### src/rtl/dispatch_sysreg_write_buffer.sv
// In-order write buffer for speculative system-register writes: entries retire on commit and are dropped on flush.
// Optional youngest-entry forwarding is enabled by defining MIST1032ISA_SYSREG_WB_FORWARD_EN.
module dispatch_sysreg_write_buffer #(
  parameter int P_DEPTH = 4
) (
  input  logic                         iCLOCK,
  input  logic                         inRESET,
  input  logic                         iRESET_SYNC,
  input  logic                         iWR_REQ,
  input  logic [31:0]                  iWR_DATA,
  output logic                         oWR_BUSY,
  input  logic                         iCOMMIT,
  input  logic                         iFLUSH,
  output logic                         oREGIST_DATA_VALID,
  output logic [31:0]                  oREGIST_DATA,
  output logic [$clog2(P_DEPTH):0]     oCOUNT,
  output logic                         oEMPTY,
  output logic                         oFWD_VALID,
  output logic [31:0]                  oFWD_DATA
);

  localparam int PW = $clog2(P_DEPTH);
  localparam int CW = PW + 1;

  logic [31:0]   r_mem [P_DEPTH];
  logic [PW-1:0] r_wptr;
  logic [PW-1:0] r_rptr;
  logic [CW-1:0] r_count;
  logic          r_valid;
  logic [31:0]   r_data;

  logic w_busy;
  logic w_empty;
  logic w_wr_ok;
  logic w_cmt_ok;
  logic w_store;

  assign w_busy   = (r_count == CW'(P_DEPTH));
  assign w_empty  = (r_count == '0);
  // Busy comes from the registered count, so a same-cycle commit never makes room.
  assign w_wr_ok  = iWR_REQ && !w_busy;
  assign w_cmt_ok = iCOMMIT && !w_empty;
  assign w_store  = w_wr_ok && !iFLUSH && !iRESET_SYNC;

  always_ff @(posedge iCLOCK or negedge inRESET) begin
    if (!inRESET) begin
      r_wptr  <= '0;
      r_rptr  <= '0;
      r_count <= '0;
      r_valid <= 1'b0;
      r_data  <= 32'h0;
    end else if (iRESET_SYNC) begin
      r_wptr  <= '0;
      r_rptr  <= '0;
      r_count <= '0;
      r_valid <= 1'b0;
      r_data  <= 32'h0;
    end else begin
      r_valid <= w_cmt_ok;
      if (w_cmt_ok) begin
        r_data <= r_mem[r_rptr];
      end
      // Flush drops everything still pending, including the same-cycle write;
      // a same-cycle commit has already captured the oldest entry above.
      if (iFLUSH) begin
        r_count <= '0;
        r_rptr  <= r_wptr;
      end else begin
        if (w_wr_ok) begin
          r_wptr <= r_wptr + 1'b1;
        end
        if (w_cmt_ok) begin
          r_rptr <= r_rptr + 1'b1;
        end
        r_count <= r_count + CW'(w_wr_ok) - CW'(w_cmt_ok);
      end
    end
  end

  always_ff @(posedge iCLOCK) begin
    if (w_store) begin
      r_mem[r_wptr] <= iWR_DATA;
    end
  end

  assign oWR_BUSY           = w_busy;
  assign oREGIST_DATA_VALID = r_valid;
  assign oREGIST_DATA       = r_data;
  assign oCOUNT             = r_count;
  assign oEMPTY             = w_empty;

`ifdef MIST1032ISA_SYSREG_WB_FORWARD_EN
  logic [PW-1:0] w_fwd_idx;
  assign w_fwd_idx  = r_wptr - 1'b1;
  assign oFWD_VALID = !w_empty;
  assign oFWD_DATA  = w_empty ? 32'h0 : r_mem[w_fwd_idx];
`else
  assign oFWD_VALID = 1'b0;
  assign oFWD_DATA  = 32'h0;
`endif

endmodule

### config.mk
export PLATFORM = sky130hd
export DESIGN_NAME = dispatch_sysreg_write_buffer
export DESIGN_NICKNAME = d
export VERILOG_FILES = /design/src/rtl/dispatch_sysreg_write_buffer.sv
export SDC_FILE = /design/constraint.sdc
export NUM_CORES = 1
export LEC_CHECK = 0
export BUFFER_PORTS_ARGS = -buffer_cell sky130_fd_sc_hd__buf_4
export CAP_MARGIN = 20
export CORE_AREA = 8 8 123 136
export DETAILED_ROUTE_END_ITERATION = 8
export DIE_AREA = 0 0 131 144
export GPL_TIMING_DRIVEN = 0
export PLACE_DENSITY = 0.68
export SETUP_SLACK_MARGIN = 0.5
export SYNTH_ARGS = -nofsm -noshare
export SYNTH_HDL_FRONTEND = slang
export SYNTH_SLANG_ARGS = --single-unit
### constraint.sdc
create_clock -name iCLOCK -period 5.41 [get_ports iCLOCK]
set_clock_uncertainty 0.15 [all_clocks]
set_input_delay 0.8115 -clock iCLOCK [delete_from_list [all_inputs] [get_ports iCLOCK]]
set_output_delay 0.8115 -clock iCLOCK [all_outputs]
set_load 0.1 [all_outputs]
[Word level (Yosys, flattened, before mapping)]
Memory sizes are Yosys's and may differ from the RTL's.
Cells that the tools add are included.
Operators by class
  mux-type cells: 13
  add/sub/neg operators: 4
  equal/unequal tests: 2
  reduce and logical (&&, ||, !) cells: 13
Operators by type and width (count)
  $mux 32: 2
  $mux 2: 6
  $mux 3: 2
  $add 2x1->2 const B: 2
  $logic_and 1x1->1: 4
  $logic_not 1->1: 4
  $reduce_bool 2->1: 2
  $add 3x1->3: 1
  $eq 3x3->1 const B: 1
  $logic_not 3->1: 1
  $mux 1: 3
  $reduce_bool 3->1: 1
  $sub 3x1->3: 1
  $ne 2x2->1 const B: 1
  $reduce_and 2->1: 1
Storage, ports and cells
  logic and storage cells: 38
  register bits: 40
  RAM bits: 128
  memories kept: 1
Memory list
  r_mem: depth 4, bits a word 32, rd ports 1, clocked after Yosys merged registers in 0, wr ports 1, line 25  | logic [31:0] r_mem [P_DEPTH];

[Longest topological paths before layout]
Gate-level depths: netlist of run 1.
  word-level depth: 7
  depth in mapped cells: 10
  depth with buffers taken out: 10

[Least setup slack after synthesis of run 1]
OpenSTA, ideal clock, no wires.
  path type: reg2out
  start point: register r_count[1] (netlist: oCOUNT[1])
  end point: output port oEMPTY
  arrival: 3.023 ns
  stages on the path, launching flop included: 2
  required time: 4.449 ns
  setup slack: 1.426 ns
  path buffers: 0
  cell sequence: dfrtp_1 -> nor3_1
On the way
  longest elaborated chain between the ends: 1
Ends and longest elaborated chain
  from (decl): line 28  | logic [CW-1:0] r_count;
  from (signal assigned): line 75  | r_count <= r_count + CW'(w_wr_ok) - CW'(w_cmt_ok);
  $logic_not 3->1: line 39  | assign w_empty = (r_count == '0);
  to (decl): line 17  | output logic oEMPTY,
Every way passes these cells.

[Worst setup path in the final report of run 1]
  start point: register r_count[1] (netlist: oCOUNT[1])
  end point: output port oWR_BUSY
On the way
  longest elaborated chain between the ends: 1
Ends and longest elaborated chain
  $eq 3x3->1: line 38  | assign w_busy = (r_count == CW'(P_DEPTH));
  to (decl): line 11  | output logic oWR_BUSY,
Every way passes these cells.

==> results of run 1 <==
[stage by stage]
| step | power (mW) | utilization [%] | cells | setup slack (ns) | hold WS, ns |
|---|---|---|---|---|---|
| finish | 3.13 | 56.3 | 662 | 2.73 | 0.250 |
| global route | 3.22 | 56.3 | 662 | 2.66 | 0.290 |
| CTS | 3.15 | 56.3 | 662 | 2.69 | 0.259 |
| detailed placement | 1.91 | 52.1 | 630 | 2.73 | 0.344 |
| global placement | 1.90 | 51.5 | 626 | 1.99 | 0.339 |
| floorplan | 1.81 | - | 357 | 1.43 | 0.366 |
[flip-flops by register name (all words and copies together) (netlist names)]
register,count
r_mem,128
oREGIST_DATA_VALID,1
oREGIST_DATA,32
r_wptr,2
oCOUNT,3
r_rptr,2
[layout make-up]
cell class / instances / area, um2
Buffer: 50 / 374
Tap cell: 196 / 245
Inverter: 5 / 18.8
Clock buffer: 25 / 495
Timing Repair Buffer: 77 / 628
Sequential cell: 168 / 4840
Multi-Input combinational cell: 134 / 1520
Clock inverter: 7 / 115
Fill cell: 1155 / 6400
[critical path, stage by stage (launching register included)]
cell and delay [ns]:
dfrtp_1 0.46, or3b_1 0.46, inv_2 0.09, buf_4 0.28
[per-layer routing]
layer / vias to the layer above / part of all wire [%] / GRT usage (%)
met5: - / 0 / 0
met4: 0 / 1.4 / 5.99
met3: 19 / 8.3 / 4.83
met2: 115 / 52 / 24.9
met1: 1639 / 39 / 15.6
li1: 1495 / - / -
[cell families after synthesis]
kind of cell / count (synthesis)
compound gates: 37
other cells: 1
simple gates: 20
xor+xnor: 3
mux: 34
buf+inv: 55
fa+ha+maj: 7
flops: 168
[report_power, final]
part | switching [mW] | total, mW | internal [mW]
registers | 0.0159 | 1.44 | 1.42
clock network | 0.469 | 1.24 | 0.774
logic | 0.325 | 0.446 | 0.121
total | 0.810 | 3.13 | 2.32
[cell usage after synthesis (all sizes together)]
library cell,instances
and3,1
mux2,1
xnor2,2
nor3,2
mux4,32
a2111oi,1
dfrtp,40
a211oi,1
nor2b,1
fa,1
and2,6
or3b,1
o31a,1
clkbuf,2
xor2,1
a22o,32
nor2,4
a21oi,1
nand2b,2
mux2i,1
edfxtp,128
conb,1
and4b,1
ha,6
nand2,1
buf,48
inv,5
nor3b,1
o21a,1
[final timing paths]
kind / slack, ns / end
worst max-delay path: 2.73 / oWR_BUSY
worst min-delay path: 0.25 / oREGIST_DATA[17]
worst max register to register: 2.86 / oCOUNT[2]
worst min register to register: 0.36 / oREGIST_DATA[15]
max in group asynchronous: 4.46 / oREGIST_DATA[5]
min in group iCLOCK: 0.36 / oREGIST_DATA[15]
==> impl_metrics.toml, run 1 <==
[timing]
fin_crit_ns = 2.68
tns_ns = 0
min_period_over_period_pct = 49.6
setup_viol = 0
max_freq_mhz = 373
finalHoldViolCount = 0
worstMarginPinSlew_ns = 0.609
slew_viol_final = 0
slew_headroom_pct = 59.4
rsz0062_at_grt = "false"

[worst_setup_path]
reg2reg_from = "oCOUNT[1]"
r2r_cells = 10
timing_worst_setup_path_type = "flip-flop to primary output"
required_ns = 4.45
crit_path_end_kind = "primary output"
crit_fanout = 6
startpoint = "oCOUNT[1]"
cp-start-kind = "flip-flop"
arrival_ns = 1.72

[synthesis]
synth_xor_area_share_pct = 0.396
synth_cell_types = 34
synth-simple-area-share_pct = 2.00
synth_top_family_by_area = "multiplexers"
yosysWarnings = 0
synth_area_leaders = "edfxtp_1, dfrtp_1, mux4_1, mux4_2, buf_4"
ys_ff_latch = 168
synth_area_mm2 = 0.00663
synth_cells = 325
seq_area_frac_synth_pct = 73.0
syn_area_per_cell_um2 = 20.4
synth_mux_area_share_pct = 12.1
synth_fa_ha_area_share_pct = 1.43
yosys.area.top_type_share_pct = 57.9
yosysTopAreaCell = "edfxtp_1"
synth_compound_area_share_pct = 5.02

[floorplan]
fp.dieArea_mm2 = 0.0189
die_w_um = 131
initial_utilization_pct = 45.3
ioPinCount = 109
fp.coreArea_mm2 = 0.0146
row_count = 47
die_h_um = 144

[worst_hold_path]
hold_path.class = "primary input to async pin"

[grt]
antenna_found_initial = 0
grt_max_degree = 41
grt_first_pass_wirelength_um = 19400
grt_pass1_vias = 3511
grt_use_total_pct = 14.3
overflow = 0

[drt]
wl_per_cell_um = 19.4
wl_um = 12900
drt-initial-drc-count = 199
route.antenna.remaining_nets = 0
route.detailed.drc = 0
drtPass1Iterations = 4
vias_per_cell = 4.94
vias = 3268

[layout]
final_area_mm2 = 0.00824
mostFrequentLayoutCells = "edfxtp_1, buf_4, dfrtp_1"
layout_commonest_cell = "edfxtp_1"
drive_above_1_share_pct = 38.0
layout.nets = 498
diodes = 0
area_growth_pct = 24.3

[cts]
cts_buffer_depth = 2
cts-root-buf = "clkbuf_16"
cts_sinks = 168
clk_pin_slew_ns = 0.06
cts_resized = 0
clk_latency_ns = 0.42
post_cts_buffers = 0
numCtsBuffers = 17
hold_buffers = 0
cts_tree = "built"
cts-htree-levels = 4

[power]
power.density_mw_per_mm2 = 379
ir_worst_vdd_mv = 0.219
p_leak_nw = 3.28

[placed_design]
routabilityCongestion = 0.679
post_dp_cell_area_mm2 = 0.00763
dp_hpwl_um = 8370
portBuffers = 73

[flow_run]
cap_violations = 0

[run_status]
status = "finished, final reports clean"
Power figures use the tool's default switching activity.
==> inputs of run 2 (changes only) <==
PLACE_DENSITY = 0.71   (was 0.68)
clock period = 2.4 ns   (was 5.41 ns; I/O delays follow)
==> run 2 against run 1 <==
Compared with the run above: the flow now finishes with violations (negative setup slack); sequential share of layout area decreased by 4.5 points; global-route usage is 0.86 points higher; via count increased by 8.7%; total power grew 120%; final area up 8.5%; hold slack got worse by 0.13 ns; non-clock buffer count grew 50; setup slack worse by 2.7 ns; combinational power increased to 2.5 times the previous value; final cell count increased by 8.3%.
==> impl_metrics.toml, run 2 (synthesis gave the netlist of run 1 again) <==
[run_status]
status = "finished, violations left"
violations = "negative setup slack"

[cts]
cts-htree-levels = 4
clk_pin_slew_ns = 0.07
cts-root-buf = "clkbuf_16"
clk_latency_ns = 0.43
numCtsBuffers = 17
cts_sinks = 168
cts_tree = "built"
cts_buffer_depth = 2

[grt]
antenna_found_initial = 0
overflow = 0
grt_max_degree = 41
grt_first_pass_wirelength_um = 20500
grt_pass1_vias = 3690
grt_use_total_pct = 15.2

[power]
power_mw = 7.02
power.density_mw_per_mm2 = 785
clockPowerShare_pct = 37.8
pwr-share-comb_pct = 16.0
switchingPower_mw = 1.92
swShare_pct = 27.4
ir_worst_vdd_mv = 0.497
p_leak_nw = 3.55
internal_power_mw = 5.10
seqPwrFrac_pct = 46.2

[layout]
drive_above_1_share_pct = 41.5
layout.nets = 553
diodes = 0
mostFrequentLayoutCells = "edfxtp_1, buf_4, dfrtp_1"
largest_reg_flops = 128
fin_cells = 717
area_growth_pct = 34.8
layout_commonest_cell = "edfxtp_1"
regMostFlops = "r_mem"

[worst_setup_path]
required_ns = 2.57
arrival_ns = 2.58
timing_worst_setup_path_type = "flip-flop to flip-flop"
crit_fanout = 4
cp-start-kind = "flip-flop"
crit_path_end_kind = "flip-flop"

[floorplan]
die_h_um = 144
fp.coreArea_mm2 = 0.0146
ioPinCount = 109
initial_utilization_pct = 45.3
fp.dieArea_mm2 = 0.0189
row_count = 47
die_w_um = 131

[drt]
drt-initial-drc-count = 237
wl_um = 14000
vias = 3552
vias_per_cell = 4.95
wl_per_cell_um = 19.5
drtPass1Iterations = 4
route.detailed.drc = 0
route.antenna.remaining_nets = 0

[placed_design]
dp.cells = 626
dp_hpwl_um = 7800
routabilityCongestion = 0.685
portBuffers = 73

[timing]
min_period_over_period_pct = 100
slew_headroom_pct = 61.4
fin_ws_ns = -0.00703
rsz0062_at_grt = "true"
fin_crit_ns = 2.41
max_freq_mhz = 415
setup_viol = 1
hold_slack_ns = 0.120
slew_viol_final = 0
worstMarginPinSlew_ns = 0.579
finalHoldViolCount = 0

[flow_run]
cap_violations = 0

[worst_hold_path]
hold_path.class = "primary input to flip-flop"
[run 2: changes by cell type in the layout (fill, tap and decap cells not counted), sizes merged]
cell and change:
inv +2, clkinv +5, clkinvlp +1, clkbuf -6, dlygate4sd3 +33, buf +16, and2 +5, bufinv -1
[run 2: power groups by stage]
| stage | registers (mW) | logic (mW) | clock network, mW |
|---|---|---|---|
| after detailed placement | 3.30 | 1.01 | 0 |
| after global placement | 3.30 | 0.998 | 0 |
| after CTS | 3.24 | 1.11 | 2.69 |
| final | 3.24 | 1.13 | 2.65 |
| after global routing | 3.25 | 1.18 | 2.81 |
| after floorplan | 3.56 | 0.532 | 0 |
[run 2: critical path, cell delays in order, from the launching register on]
cell and delay [ns]:
dfrtp_4 0.50, or3b_4 0.42, nand2_4 0.08, ha_4 0.20, inv_4 0.05, ha_4 0.12
inv_2 0.03, fa_2 0.35, xnor2_2 0.15, xnor2_1 0.12, and2_1 0.13
[run 2: layout make-up]
class	count	area, um2
fill	1070	5700
sequential	168	4860
multi-input combinational	139	1640
timing repair buffer	127	1230
clock buffer	18	429
buffer	50	377
tap	196	245
clock inverter	14	150
inverter	5	23.8
[run 2: routing by layer]
| layer | up-vias | part of all wire (%) | global-route usage (%) |
|---|---|---|---|
| met4 | 0 | 1.5 | 5.93 |
| met1 | 1814 | 41 | 17.7 |
| li1 | 1611 | - | - |
| met3 | 17 | 7.9 | 5.24 |
| met2 | 110 | 50 | 25.3 |
| met5 | - | 0 | 0 |
[run 2: repair_timing]
item / 4_1_cts / 5_1_grt
resized for setup: 21 / 4
endpoints found under the hold margin: 168 / 0
pin swaps: 12 / 4
setup endpoints to repair: 132 / 135
hold buffers: 33 / 0
cloned: 4 / 2
buffers inserted: 12 / 8
[run 2: worst paths after layout]
| path | from | endpoint | slack (ns) | depth (start not counted) |
|---|---|---|---|---|
| worst min register to register | oREGIST_DATA[15] | oREGIST_DATA[15] | 0.36 | 1 |
| worst min-delay path | iRESET_SYNC | oCOUNT[1] | 0.12 | 2 |
| max in group asynchronous | inRESET | oCOUNT[0] | 1.33 | 2 |
| min in group asynchronous | inRESET | oCOUNT[2] | 0.34 | 2 |
| worst max register to register | oCOUNT[0] | oCOUNT[2] | -0.007 | 10 |
| worst max-delay path | oCOUNT[0] | oCOUNT[2] | -0.007 | 10 |
[run 2: through the flow]
stage / setup TNS [ns] / instance area [um2] / util (%) / setup WS [ns]
global route: -0.0607 / 8940 / 61.1 / -0.0607
finish: -0.00703 / 8940 / 61.1 / -0.00703
floorplan: -0.175 / 6800 / - / -0.160
global placement: 0 / 7590 / 51.9 / 0.00429
CTS: -0.0233 / 8780 / 60.0 / -0.0233
detailed placement: -0.0905 / 7590 / 51.9 / -0.0905
